### config.mk
export PLATFORM = sky130hd
export DESIGN_NAME = viterbi_depuncturer
export DESIGN_NICKNAME = d
export VERILOG_FILES = /design/src/rtl/rx_pkg.sv /design/src/rtl/puncture_pattern.sv /design/src/rtl/viterbi_depuncturer.sv
export SDC_FILE = /design/constraint.sdc
export NUM_CORES = 1
export LEC_CHECK = 0
export ABC_AREA = 1
export ABC_CLOCK_PERIOD_IN_PS = 5100
export BUFFER_PORTS_ARGS = -buffer_cell sky130_fd_sc_hd__buf_2
export CAP_MARGIN = 20
export CORE_MARGIN = 4
export CORE_UTILIZATION = 45
export CTS_BUF_LIST = sky130_fd_sc_hd__clkbuf_8
export CTS_CLUSTER_SIZE = 16
export DETAILED_ROUTE_END_ITERATION = 10
export GPL_TIMING_DRIVEN = 0
export HOLD_SLACK_MARGIN = 0.05
export SLEW_MARGIN = 0
export SYNTH_ARGS = -nofsm -noshare
export SYNTH_HDL_FRONTEND = slang
export SYNTH_HIERARCHICAL = 1
export SYNTH_SLANG_ARGS = --single-unit
### constraint.sdc
create_clock -name Clock -period 5.1 [get_ports Clock]
set_input_delay 1.02 -clock Clock [delete_from_list [all_inputs] [get_ports Clock]]
set_output_delay 1.02 -clock Clock [all_outputs]
set_load 0.005 [all_outputs]
### src/rtl/rx_pkg.sv
// rtl/rx_pkg.sv - shared receive-path encodings for rate, depuncturer state and puncture periods
package rx_pkg;

    typedef enum logic [1:0] {
        RATE_1_2  = 2'b00,
        RATE_2_3  = 2'b01,
        RATE_3_4  = 2'b10,
        RATE_RSVD = 2'b11
    } rate_t;

    typedef enum logic [1:0] {
        IDLE = 2'd0,
        S_A  = 2'd1,
        S_B  = 2'd2
    } state_t;

    localparam int unsigned PERIOD_1_2 = 1;
    localparam int unsigned PERIOD_2_3 = 2;
    localparam int unsigned PERIOD_3_4 = 3;

endpackage

### src/rtl/puncture_pattern.sv
// rtl/puncture_pattern.sv - stolen-bit positions and period end for a given rate and phase
module puncture_pattern
    import rx_pkg::*;
(
    input  rate_t      rate,
    input  logic [1:0] phase,
    output logic       erase_a,
    output logic       erase_b,
    output logic       phase_last
);

    // Reserved rate falls through to the rate-1/2 pattern.
    always_comb begin
        erase_a    = 1'b0;
        erase_b    = 1'b0;
        phase_last = 1'b1;
        case (rate)
            RATE_2_3: begin
                erase_b    = (phase == 2'd1);
                phase_last = (phase == 2'(PERIOD_2_3 - 1));
            end
            RATE_3_4: begin
                erase_b    = (phase == 2'd1);
                erase_a    = (phase == 2'd2);
                phase_last = (phase == 2'(PERIOD_3_4 - 1));
            end
            default: phase_last = (phase == 2'(PERIOD_1_2 - 1));
        endcase
    end

endmodule

### src/rtl/viterbi_depuncturer.sv
// rtl/viterbi_depuncturer.sv - re-inserts stolen bits as erasures and emits rate-1/2 (A,B) pairs
module viterbi_depuncturer
    import rx_pkg::*;
#(
    parameter int LEN_WIDTH = 16
) (
    input  logic                 Clock,
    input  logic                 Reset,
    input  logic                 Start,
    input  logic [1:0]           Rate,
    input  logic [LEN_WIDTH-1:0] Length,
    input  logic                 In_Bit,
    input  logic                 In_Valid,
    output logic                 In_Ready,
    output logic                 Out_A,
    output logic                 Out_B,
    output logic                 Out_EraseA,
    output logic                 Out_EraseB,
    output logic                 Out_Last,
    output logic                 Out_Valid,
    input  logic                 Out_Ready,
    output logic                 Busy
);

    state_t               state, state_nxt;
    rate_t                rate_q;
    logic [LEN_WIDTH-1:0] len_q, count;
    logic [1:0]           phase;
    logic                 a_q, ea_q;
    logic                 erase_a, erase_b, phase_last;
    logic                 out_free, start_ok, pair_last;
    logic                 done_a, done_b;

    puncture_pattern u_pattern (
        .rate       (rate_q),
        .phase      (phase),
        .erase_a    (erase_a),
        .erase_b    (erase_b),
        .phase_last (phase_last)
    );

    assign out_free  = !Out_Valid || Out_Ready;
    assign start_ok  = Start && (Length != '0);
    assign pair_last = (count == len_q - LEN_WIDTH'(1));
    assign Busy      = (state != IDLE);

    always_ff @(posedge Clock or negedge Reset) begin
        if (!Reset) state <= IDLE;
        else        state <= state_nxt;
    end

    // Both positions wait for a free output register so a completing B never overwrites a stalled pair.
    always_comb begin
        state_nxt = state;
        In_Ready  = 1'b0;
        done_a    = 1'b0;
        done_b    = 1'b0;
        case (state)
            S_A: begin
                if (erase_a) begin
                    done_a = !start_ok;
                end else begin
                    In_Ready = out_free && !start_ok;
                    done_a   = In_Ready && In_Valid;
                end
            end
            S_B: begin
                if (erase_b) begin
                    done_b = out_free && !start_ok;
                end else begin
                    In_Ready = out_free && !start_ok;
                    done_b   = In_Ready && In_Valid;
                end
            end
            default: ;
        endcase
        if (done_a) state_nxt = S_B;
        if (done_b) state_nxt = pair_last ? IDLE : S_A;
        if (start_ok) state_nxt = S_A;
    end

    always_ff @(posedge Clock or negedge Reset) begin
        if (!Reset) begin
            rate_q     <= RATE_1_2;
            len_q      <= '0;
            count      <= '0;
            phase      <= 2'd0;
            a_q        <= 1'b0;
            ea_q       <= 1'b0;
            Out_A      <= 1'b0;
            Out_B      <= 1'b0;
            Out_EraseA <= 1'b0;
            Out_EraseB <= 1'b0;
            Out_Last   <= 1'b0;
            Out_Valid  <= 1'b0;
        end else if (start_ok) begin
            rate_q <= rate_t'(Rate);
            len_q  <= Length;
            count  <= '0;
            phase  <= 2'd0;
            // An abort drops the pending pair; a pair left over from a finished frame still drains.
            if (state != IDLE || Out_Ready) Out_Valid <= 1'b0;
        end else begin
            if (done_a) begin
                a_q  <= erase_a ? 1'b0 : In_Bit;
                ea_q <= erase_a;
            end
            if (done_b) begin
                Out_A      <= a_q;
                Out_EraseA <= ea_q;
                Out_B      <= erase_b ? 1'b0 : In_Bit;
                Out_EraseB <= erase_b;
                Out_Last   <= pair_last;
                Out_Valid  <= 1'b1;
                count      <= count + LEN_WIDTH'(1);
                phase      <= phase_last ? 2'd0 : phase + 2'd1;
            end else if (Out_Ready) begin
                Out_Valid <= 1'b0;
            end
        end
    end

endmodule

## Word-level counts from Yosys, hierarchy flattened

Index checks and enable logic that the tools add are counted.

- Bits in registers: 46
- Input port bits: 24
- Output and inout bits: 8
- Logic and storage cells: 67

- Bitwise operators: 1
- Reduce and logical (&&, ||, !) cells: 17
- Equality and inequality tests: 8
- Add/sub/neg operators: 3
- Mux-type cells: 25

Operators by type and width:

| cell | number |
|---|---|
| $mux W16 | 2 |
| $add A16 B1 Y16 const B | 1 |
| $eq A16 B16 Y1 | 1 |
| $reduce_bool A16 Y1 | 1 |
| $sub A16 B1 Y16 const B | 1 |
| $mux W1 | 15 |
| $mux W2 | 6 |
| $eq A2 B1 Y1 const B | 3 |
| $eq A2 B2 Y1 const B | 3 |
| $reduce_and A2 Y1 | 3 |
| $reduce_bool A3 Y1 | 2 |
| $pmux W1 S2 | 2 |
| $reduce_bool A2 Y1 | 2 |
| $logic_and A1 B1 Y1 | 3 |
| $add A2 B1 Y2 const B | 1 |
| $logic_not A1 Y1 | 2 |
| $logic_not A2 Y1 | 1 |
| $logic_or A1 B1 Y1 | 2 |
| $ne A2 B1 Y1 const B | 1 |
| $reduce_or A2 Y1 | 1 |
| $not A1 Y1 | 1 |

## Logic depth before layout (Yosys ltp)

Gate-level depths: netlist (run 1).

- Depth in word-level cells: 10
- Mapped depth: 14
- Depth with buffers taken out: 14

## Hierarchy

Netlist (run 1), hierarchy kept.

Modules (own cells, without submodules):

| module | area each (um2) | sequential area each (um2) | cells an instance | times used |
|---|---|---|---|---|
| viterbi_depuncturer | 2,921.6 | 1,151.1 | 407 | 1 |
| puncture_pattern | 78.8 | 0.0 | 15 | 1 |

## Worst setup path before layout (run 1)

OpenSTA, ideal clock, no wires.

- Path kind: input to output
- From: in Length[14]
- To: out In_Ready
- Data arrival time: 1.595 ns
- Cell stages on the path: 7
- Path slack: 2.485 ns
- Data required time: 4.080 ns
- Buffers on the path: 0
- Path through: inv_1 nand4_1 nor2_1 nand2_1 nand2_2 nand2_2 nor2_1

- Word-level cells in the longest chain between the ends: 6
- Elaborated cells between the ends (all ways): 7
- Classes of those cells: 3 x mux; 4 x reduce/logical

Ends and longest elaborated chain:

| item | RTL line | source |
|---|---|---|
| start, declared | viterbi_depuncturer.sv:11 | `input logic [LEN_WIDTH-1:0] Length,` |
| $reduce_bool A16 Y1 (*) | viterbi_depuncturer.sv:43 | `assign start_ok = Start && (Length != '0);` |
| $logic_and A1 B1 Y1 (*) | viterbi_depuncturer.sv:43 |  |
| $logic_not A1 Y1 (*) | viterbi_depuncturer.sv:63, viterbi_depuncturer.sv:71 |  |
| $logic_and A1 B1 Y1 (*) | viterbi_depuncturer.sv:63, viterbi_depuncturer.sv:71 |  |
| $mux W1 (on tied branches) | viterbi_depuncturer.sv:68, viterbi_depuncturer.sv:60 |  |
| $pmux W1 S2 (*) | viterbi_depuncturer.sv:58 | `case (state)` |
| end, declared | viterbi_depuncturer.sv:14 | `output logic In_Ready,` |

Every way passes the cells marked *; elsewhere a longest branch is shown, timed or not.

## Worst setup path after layout (run 1)

Ends and elaborated chain as after synthesis.

==> flow_summary.yaml, run 1 <==
synth:
  synth_top_area_frac: 0.384
  synth_area_leader_cell: "dfrtp_1"
  synth-seq-cells: 46
  netlist_instances: 422
  synth_edf_count: 0
  yosysSeqAreaShare: 0.384
  synthTopCellsByCount: "nand2_1, inv_1, dfrtp_1"
  yosysWarnings: 6
  yosysMostFrequentCell: "nand2_1"
  syn_avg_cell_area_um2: 7.11
  synth_top_flop_cell: "dfrtp_1"
  synthesis.nets: 453
  synthDistinctLibCells: 28
  synth_area_leaders: "dfrtp_1, nand2_1, inv_1, o21ai_0, nand3_1"
  async_reset_ff_frac: 1.00
  netlist_area_um2: 3000
worst_setup_path:
  crit_chain: "buf_2 -> inv_1 -> nand4_1 -> nor2_1 -> nand2_1 -> nand2_2 -> nand2_2 -> nor2_1 -> buf_2"
  critPathKind: "in -> out"
  critical_path.max_stage_delay_ns: 0.18
  startpoint_type: "primary input"
  required_ns: 4.08
  crit_family: "simple AND/OR/NAND/NOR gates"
  crit_arrival_ns: 2.00
  critPathLaunch: "Length[14]"
  rrSetupSlack_ns: 2.54
  critPathCaptureType: "output port"
  reg2reg_from: "rate_q[0]"
  path_max_fanout: 6
  path_buf_inv: 3
  crit_slowest_cell: "nor2_1"
layout:
  design_area_um2: 3360
  antenna_cells: 0
  final_nets: 492
  syn2layout_area_growth_pct: 12.1
  fin_util: 0.524
  fill_cells: 647
  drive_gt1_frac: 0.136
placed_design:
  port_buffers: 31
  place_hpwl_um: 5130
  placed_area_um2: 3250
  gp_congestion: 0.899
floorplan:
  die_area_um2: 8040
  ioPinCount: 32
  die_width_um: 89.7
  die_h_um: 89.7
  rows: 29
  initial_core_util: 0.467
  core_um2: 6420
timing:
  timing.final.crit_share: 0.592
  fin_crit_ns: 3.02
  whs_ns: 0.474
  fin_tns_setup_ns: 0
  max_clock_freq_ghz: 0.331
  rsz0062_at_grt: "false"
  slew_violations: 0
  worstMarginPinSlew_ns: 0.726
  slew_headroom: 0.513
  finClkSkew_ns: 0.00652
  hold_viol: 0
  finalSetupViolCount: 0
clock_tree:
  cts_setup_buffers: 0
  clk_transition_reported_paths_ns: 0.09
  cts_tree: "done"
  htreeDepth: 2
  root_buffer: "clkbuf_8"
  ctsLongestPathBuffers: 2
  insertion_delay_ns: 0.30
  postCtsHoldBufs: 0
  cts_buffers: 5
  cts.sinks: 46
  post_cts_resized: 0
detailed_routing:
  wirelength_um: 6800
  avgViaCountPerCell: 5.01
  ant_nets: 0
  wl_met3_um: 288
  drtIter0Drc: 141
  drc: 0
  vias: 2698
  wl_per_cell_um: 12.6
  wl_met1_um: 3430
  dr.max_layer_used: "met4"
  dr_wl_met2_um: 3050
  first_pass_iters: 4
grt:
  gr-total-overflow: 0
  grt_usage: 0.183
  grt_pass1_wl_um: 11400
  antenna_found_initial: 0
  grt_pass1_vias: 2431
  grt_max_degree: 47
power_and_ir_drop:
  peakVddDrop_v: 0.000137
  p_per_area_nw_per_um2: 236
  finalPower_uw: 795
  total_leakage_power_uw: 0.00173
hold_path:
  hold_start: "Out_EraseB"
  hp-class: "reg -> reg"
run:
  cap_violations: 0
outcome:
  status: "complete, no violations"
==> worst paths after layout <==
check | to | cells past startpoint
min in group asynchronous | len_q[2] | 1
max reg2reg | count[7] | 8
max | In_Ready | 9
max in group asynchronous | count[8] | 2
min reg2reg | Out_EraseB | 2
min | Out_EraseB | 2
==> cells by family (layout without fill, tap and decap cells) <==
group / Yosys count / count (layout) / share of synthesized area
AO/OA/AOI/OAI: 40 / 40 / 0.0713
XOR/XNOR: 23 / 23 / 0.0671
adder cells (fa/ha/maj): 7 / 7 / 0.0292
buffers and inverters: 67 / 107 / 0.0888
flip-flops: 46 / 46 / 0.384
AND/OR/NAND/NOR: 239 / 239 / 0.360
==> state kept, by name, summed over array words and instances (netlist names) <==
register and flops:
count 16, len_q 16, phase 2, rate_q 2, state 2, Out_A 1
Out_B 1, Out_EraseA 1, Out_EraseB 1, Out_Last 1, Out_Valid 1, a_q 1
ea_q 1
==> worst reg2reg max path: stages (launching register included) <==
cell	delay [ns]
dfrtp_1	0.39
inv_1	0.06
ha_1	0.32
nor3_1	0.41
nor2_1	0.20
o31ai_2	0.63
buf_4	0.30
nand4_1	0.09
o21ai_0	0.08
==> metrics by stage <==
step / instances / setup WS [ns]
after floorplan: 422 / 2.49
after global placement: 530 / 2.04
after detailed placement: 530 / 2.04
after CTS: 538 / 2.03
after global routing: 539 / 1.93
final: 539 / 2.08
==> cells in the final DEF (no fill, tap or decap) <==
| cell type | n |
|---|---|
| clkbuf_1 | 1 |
| xor2_1 | 13 |
| nand2_1 | 127 |
| o21ai_0 | 33 |
| o21bai_1 | 1 |
| buf_4 | 3 |
| nand2_2 | 4 |
| and2_1 | 1 |
| buf_2 | 34 |
| inv_2 | 3 |
| nand4_1 | 13 |
| nor2_2 | 5 |
| ha_1 | 7 |
| nor2_4 | 2 |
| dfrtp_1 | 46 |
| xnor2_1 | 10 |
| nor3_1 | 7 |
| or2_2 | 1 |
| o41ai_1 | 1 |
| nor3_4 | 2 |
| clkbuf_8 | 6 |
| a21oi_1 | 2 |
| nor4_1 | 1 |
| buf_12 | 1 |
| o31ai_2 | 1 |
| inv_1 | 58 |
| nor2_1 | 37 |
| clkinv_2 | 1 |
| o21ai_1 | 2 |
| nand3b_1 | 9 |
| nand3_1 | 30 |
==> where the power goes <==
| group | internal, uW | switching (uW) | total, uW | leakage (uW) |
|---|---|---|---|---|
| Combinational | 60.9 | 89.5 | 150 | 0.00107 |
| Clock | 108 | 126 | 234 | 0.0000524 |
| Sequential | 388 | 22.7 | 410 | 0.000599 |
==> layer usage <==
metal / GRT usage / vias up
met3: 0.0301 / 7
met4: 0.0325 / 0
li1: - / 1414
met5: 0 / -
met1: 0.271 / 1223
met2: 0.286 / 54
==> layout make-up <==
cell class	count	area [um2]	share of cell area
inverters	60	225	0.0670
clock buffers	6	82.6	0.0246
plain buffers	7	41.3	0.0123
well taps	77	96.3	0.0286
clock inverters	2	8.76	0.00260
multi-input cells	309	1580	0.471
repair buffers	32	175	0.0521
flip-flops and latches	46	1150	0.342
Power figures use the tool's default switching activity.
==> run 2, diff against run 1 <==
ABC_AREA = 0   (was 1)
ABC_CLOCK_PERIOD_IN_PS = 2900   (was 5100)
clock period = 2.9 ns   (was 5.1 ns; I/O delays follow)
==> run 2 against run 1 <==
  * Power rose by 70%
  * Sequential power is 77% higher
  * First-iteration DRC count increased by 14%
  * Wire length fell by 11%
  * Cell area down 9.7%
  * Via count fell by 19%
  * Sequential share of layout area rose by 3.7 points
  * Non-clock buffer count unchanged
  * Worst setup slack worse by 1.9 ns
  * Flip-flop and latch count stayed put
  * Count of clock-buffer cells in the layout unchanged
  * Clock power increased by 72%
==> flow_summary.yaml, run 2 <==
synth:
  synthTopCellsByCount: "nand2_1, dfrtp_1, nor2_1"
  synth_edf_count: 0
  async_reset_ff_frac: 1.00
  yosysMostFrequentCell: "nand2_1"
  yosysWarnings: 6
  synth_top_flop_cell: "dfrtp_1"
  synth_area_leaders: "dfrtp_1, nand2_1, xor2_1, xnor2_1, nor2_1"
  synth_top_area_frac: 0.432
  synth-seq-cells: 46
  synthDistinctLibCells: 57
  synth_area_leader_cell: "dfrtp_1"
  netlist_area_um2: 2670
  synthesis.nets: 320
  netlist_instances: 289
  yosysSeqAreaShare: 0.432
  syn_avg_cell_area_um2: 9.23
grt:
  grt_usage: 0.181
  grt_pass1_wl_um: 10600
  grt_pass1_vias: 2119
  antenna_found_initial: 0
  gr-total-overflow: 0
  grt_max_degree: 47
timing:
  timing.final.crit_share: 0.924
  finalSetupViolCount: 0
  finClkSkew_ns: 0.00608
  slew_violations: 0
  fin_crit_ns: 2.68
  max_clock_freq_ghz: 0.373
  whs_ns: 0.104
  slew_headroom: 0.560
  worstMarginPinSlew_ns: 0.651
  hold_viol: 0
  rsz0062_at_grt: "true"
clock_tree:
  ctsLongestPathBuffers: 2
  postCtsHoldBufs: 0
  cts.sinks: 46
  insertion_delay_ns: 0.30
  clk_transition_reported_paths_ns: 0.09
  root_buffer: "clkbuf_8"
  cts_tree: "done"
  cts_buffers: 5
  htreeDepth: 2
worst_setup_path:
  crit_slowest_cell: "dfrtp_1"
  startpoint_type: "register"
  critPathCaptureType: "register"
  path_buf_inv: 2
  crit_chain: "inv_1 -> ha_1 -> nor3b_2 -> o21a_1 -> and2_1 -> clkbuf_1 -> and3_1 -> nand4_1 -> xor2_1 -> nor2_1"
  critPathKind: "reg -> reg"
  crit_arrival_ns: 2.85
  critical_path.max_stage_delay_ns: 0.37
  required_ns: 3.07
  path_max_fanout: 10
  crit_family: "simple AND/OR/NAND/NOR gates"
power_and_ir_drop:
  peakVddDrop_v: 0.000214
  total_leakage_power_uw: 0.00145
  finalPower_uw: 1350
  p_per_area_nw_per_um2: 446
detailed_routing:
  drtIter0Drc: 161
  ant_nets: 0
  avgViaCountPerCell: 5.44
  drc: 0
  first_pass_iters: 4
  wl_per_cell_um: 15.0
  wirelength_um: 6030
  vias: 2182
outcome:
  status: "complete, no violations"
placed_design:
  placed_cells: 392
  gp_congestion: 0.757
  placed_area_um2: 2910
  port_buffers: 31
  place_hpwl_um: 4450
floorplan:
  ioPinCount: 32
  core_um2: 5640
  initial_core_util: 0.473
  rows: 27
  die_h_um: 85.0
  die_area_um2: 7220
  die_width_um: 85.0
layout:
  final_nets: 359
  fin_cells: 401
  design_area_um2: 3040
  largest_registers: "count x16, len_q x16"
  drive_gt1_frac: 0.158
  antenna_cells: 0
  layout_commonest_cell: "nand2_1"
  fill_cells: 509
  final_cell_mix: "nand2_1, dfrtp_1, buf_2"
  syn2layout_area_growth_pct: 13.9
run:
  cap_violations: 0
hold_path:
  hp-class: "in -> async"
==> run 2: cell types whose count changed in the layout (fill, tap and decap cells not counted), sizes merged, moves of 8 or more <==
| cell | change |
|---|---|
| nand2 | -71 |
| nand3 | -22 |
| inv | -46 |
| nand3b | -8 |
| nor2 | -20 |
| o21ai | -30 |
==> run 2: per-stage QoR <==
stage | setup WS (ns) | TNS (ns) | util
2_1_floorplan | 0.560 | 0 | -
3_3_place_gp | 0.0872 | 0 | 0.516
3_5_place_dp | 0.0664 | 0 | 0.516
4_1_cts | 0.0355 | 0 | 0.532
5_1_grt | -0.0210 | -0.0210 | 0.538
6_report | 0.220 | 0 | 0.538
==> run 2: final timing paths <==
| kind | slack [ns] | depth (start not counted) | startpoint | endpoint |
|---|---|---|---|---|
| min reg2reg | 0.48 | 1 | a_q | Out_A |
| min | 0.10 | 1 | Reset | Out_Valid |
| max reg2reg | 0.22 | 10 | rate_q[0] | count[14] |
| max in group asynchronous | 2.34 | 2 | Reset | len_q[10] |
| min in group Clock | 0.48 | 1 | a_q | Out_A |
| max | 0.22 | 10 | rate_q[0] | count[14] |
==> run 2: timing repair <==
| action | 4_1_cts | 5_1_grt |
|---|---|---|
| buffers inserted | 0 | 0 |
| resized for setup | 0 | 2 |
| endpoints found under the setup margin | 0 | 9 |
==> run 2: final cells by class <==
type                       instances  area (um2)  share of cell area
buffer                             7        33.8              0.0111
inverter                          14        52.6              0.0173
sequential                        46        1150               0.379
timing repair buffer              32         175              0.0577
multi-input combinational        222        1440               0.475
tap                               72        90.1              0.0297
clock buffer                       6        82.6              0.0272
clock inverter                     2        8.76             0.00288
==> run 2: power by group <==
part           leakage, uW  switching, uW  internal (uW)  total [uW]
combinational     0.000797            123            103         226
sequential        0.000601           45.6            679         725
clock            0.0000524            213            189         403
total              0.00145            382            972        1350
==> run 2: layer usage <==
metal  wire length [um]  GRT usage  vias up
li1                   -          -     1084
met2               2580      0.268       38
met3                249     0.0369       10
met5                  0          0        -
met4                113     0.0576        0
met1               3090      0.266     1050
==> run 2: kinds of logic after synthesis <==
group                    synth area share
AND/OR/NAND/NOR                     0.269
XOR/XNOR                            0.105
buffers and inverters              0.0324
adder cells (fa/ha/maj)            0.0328
AO/OA/AOI/OAI                       0.108
multiplexers                       0.0206
flip-flops                          0.432
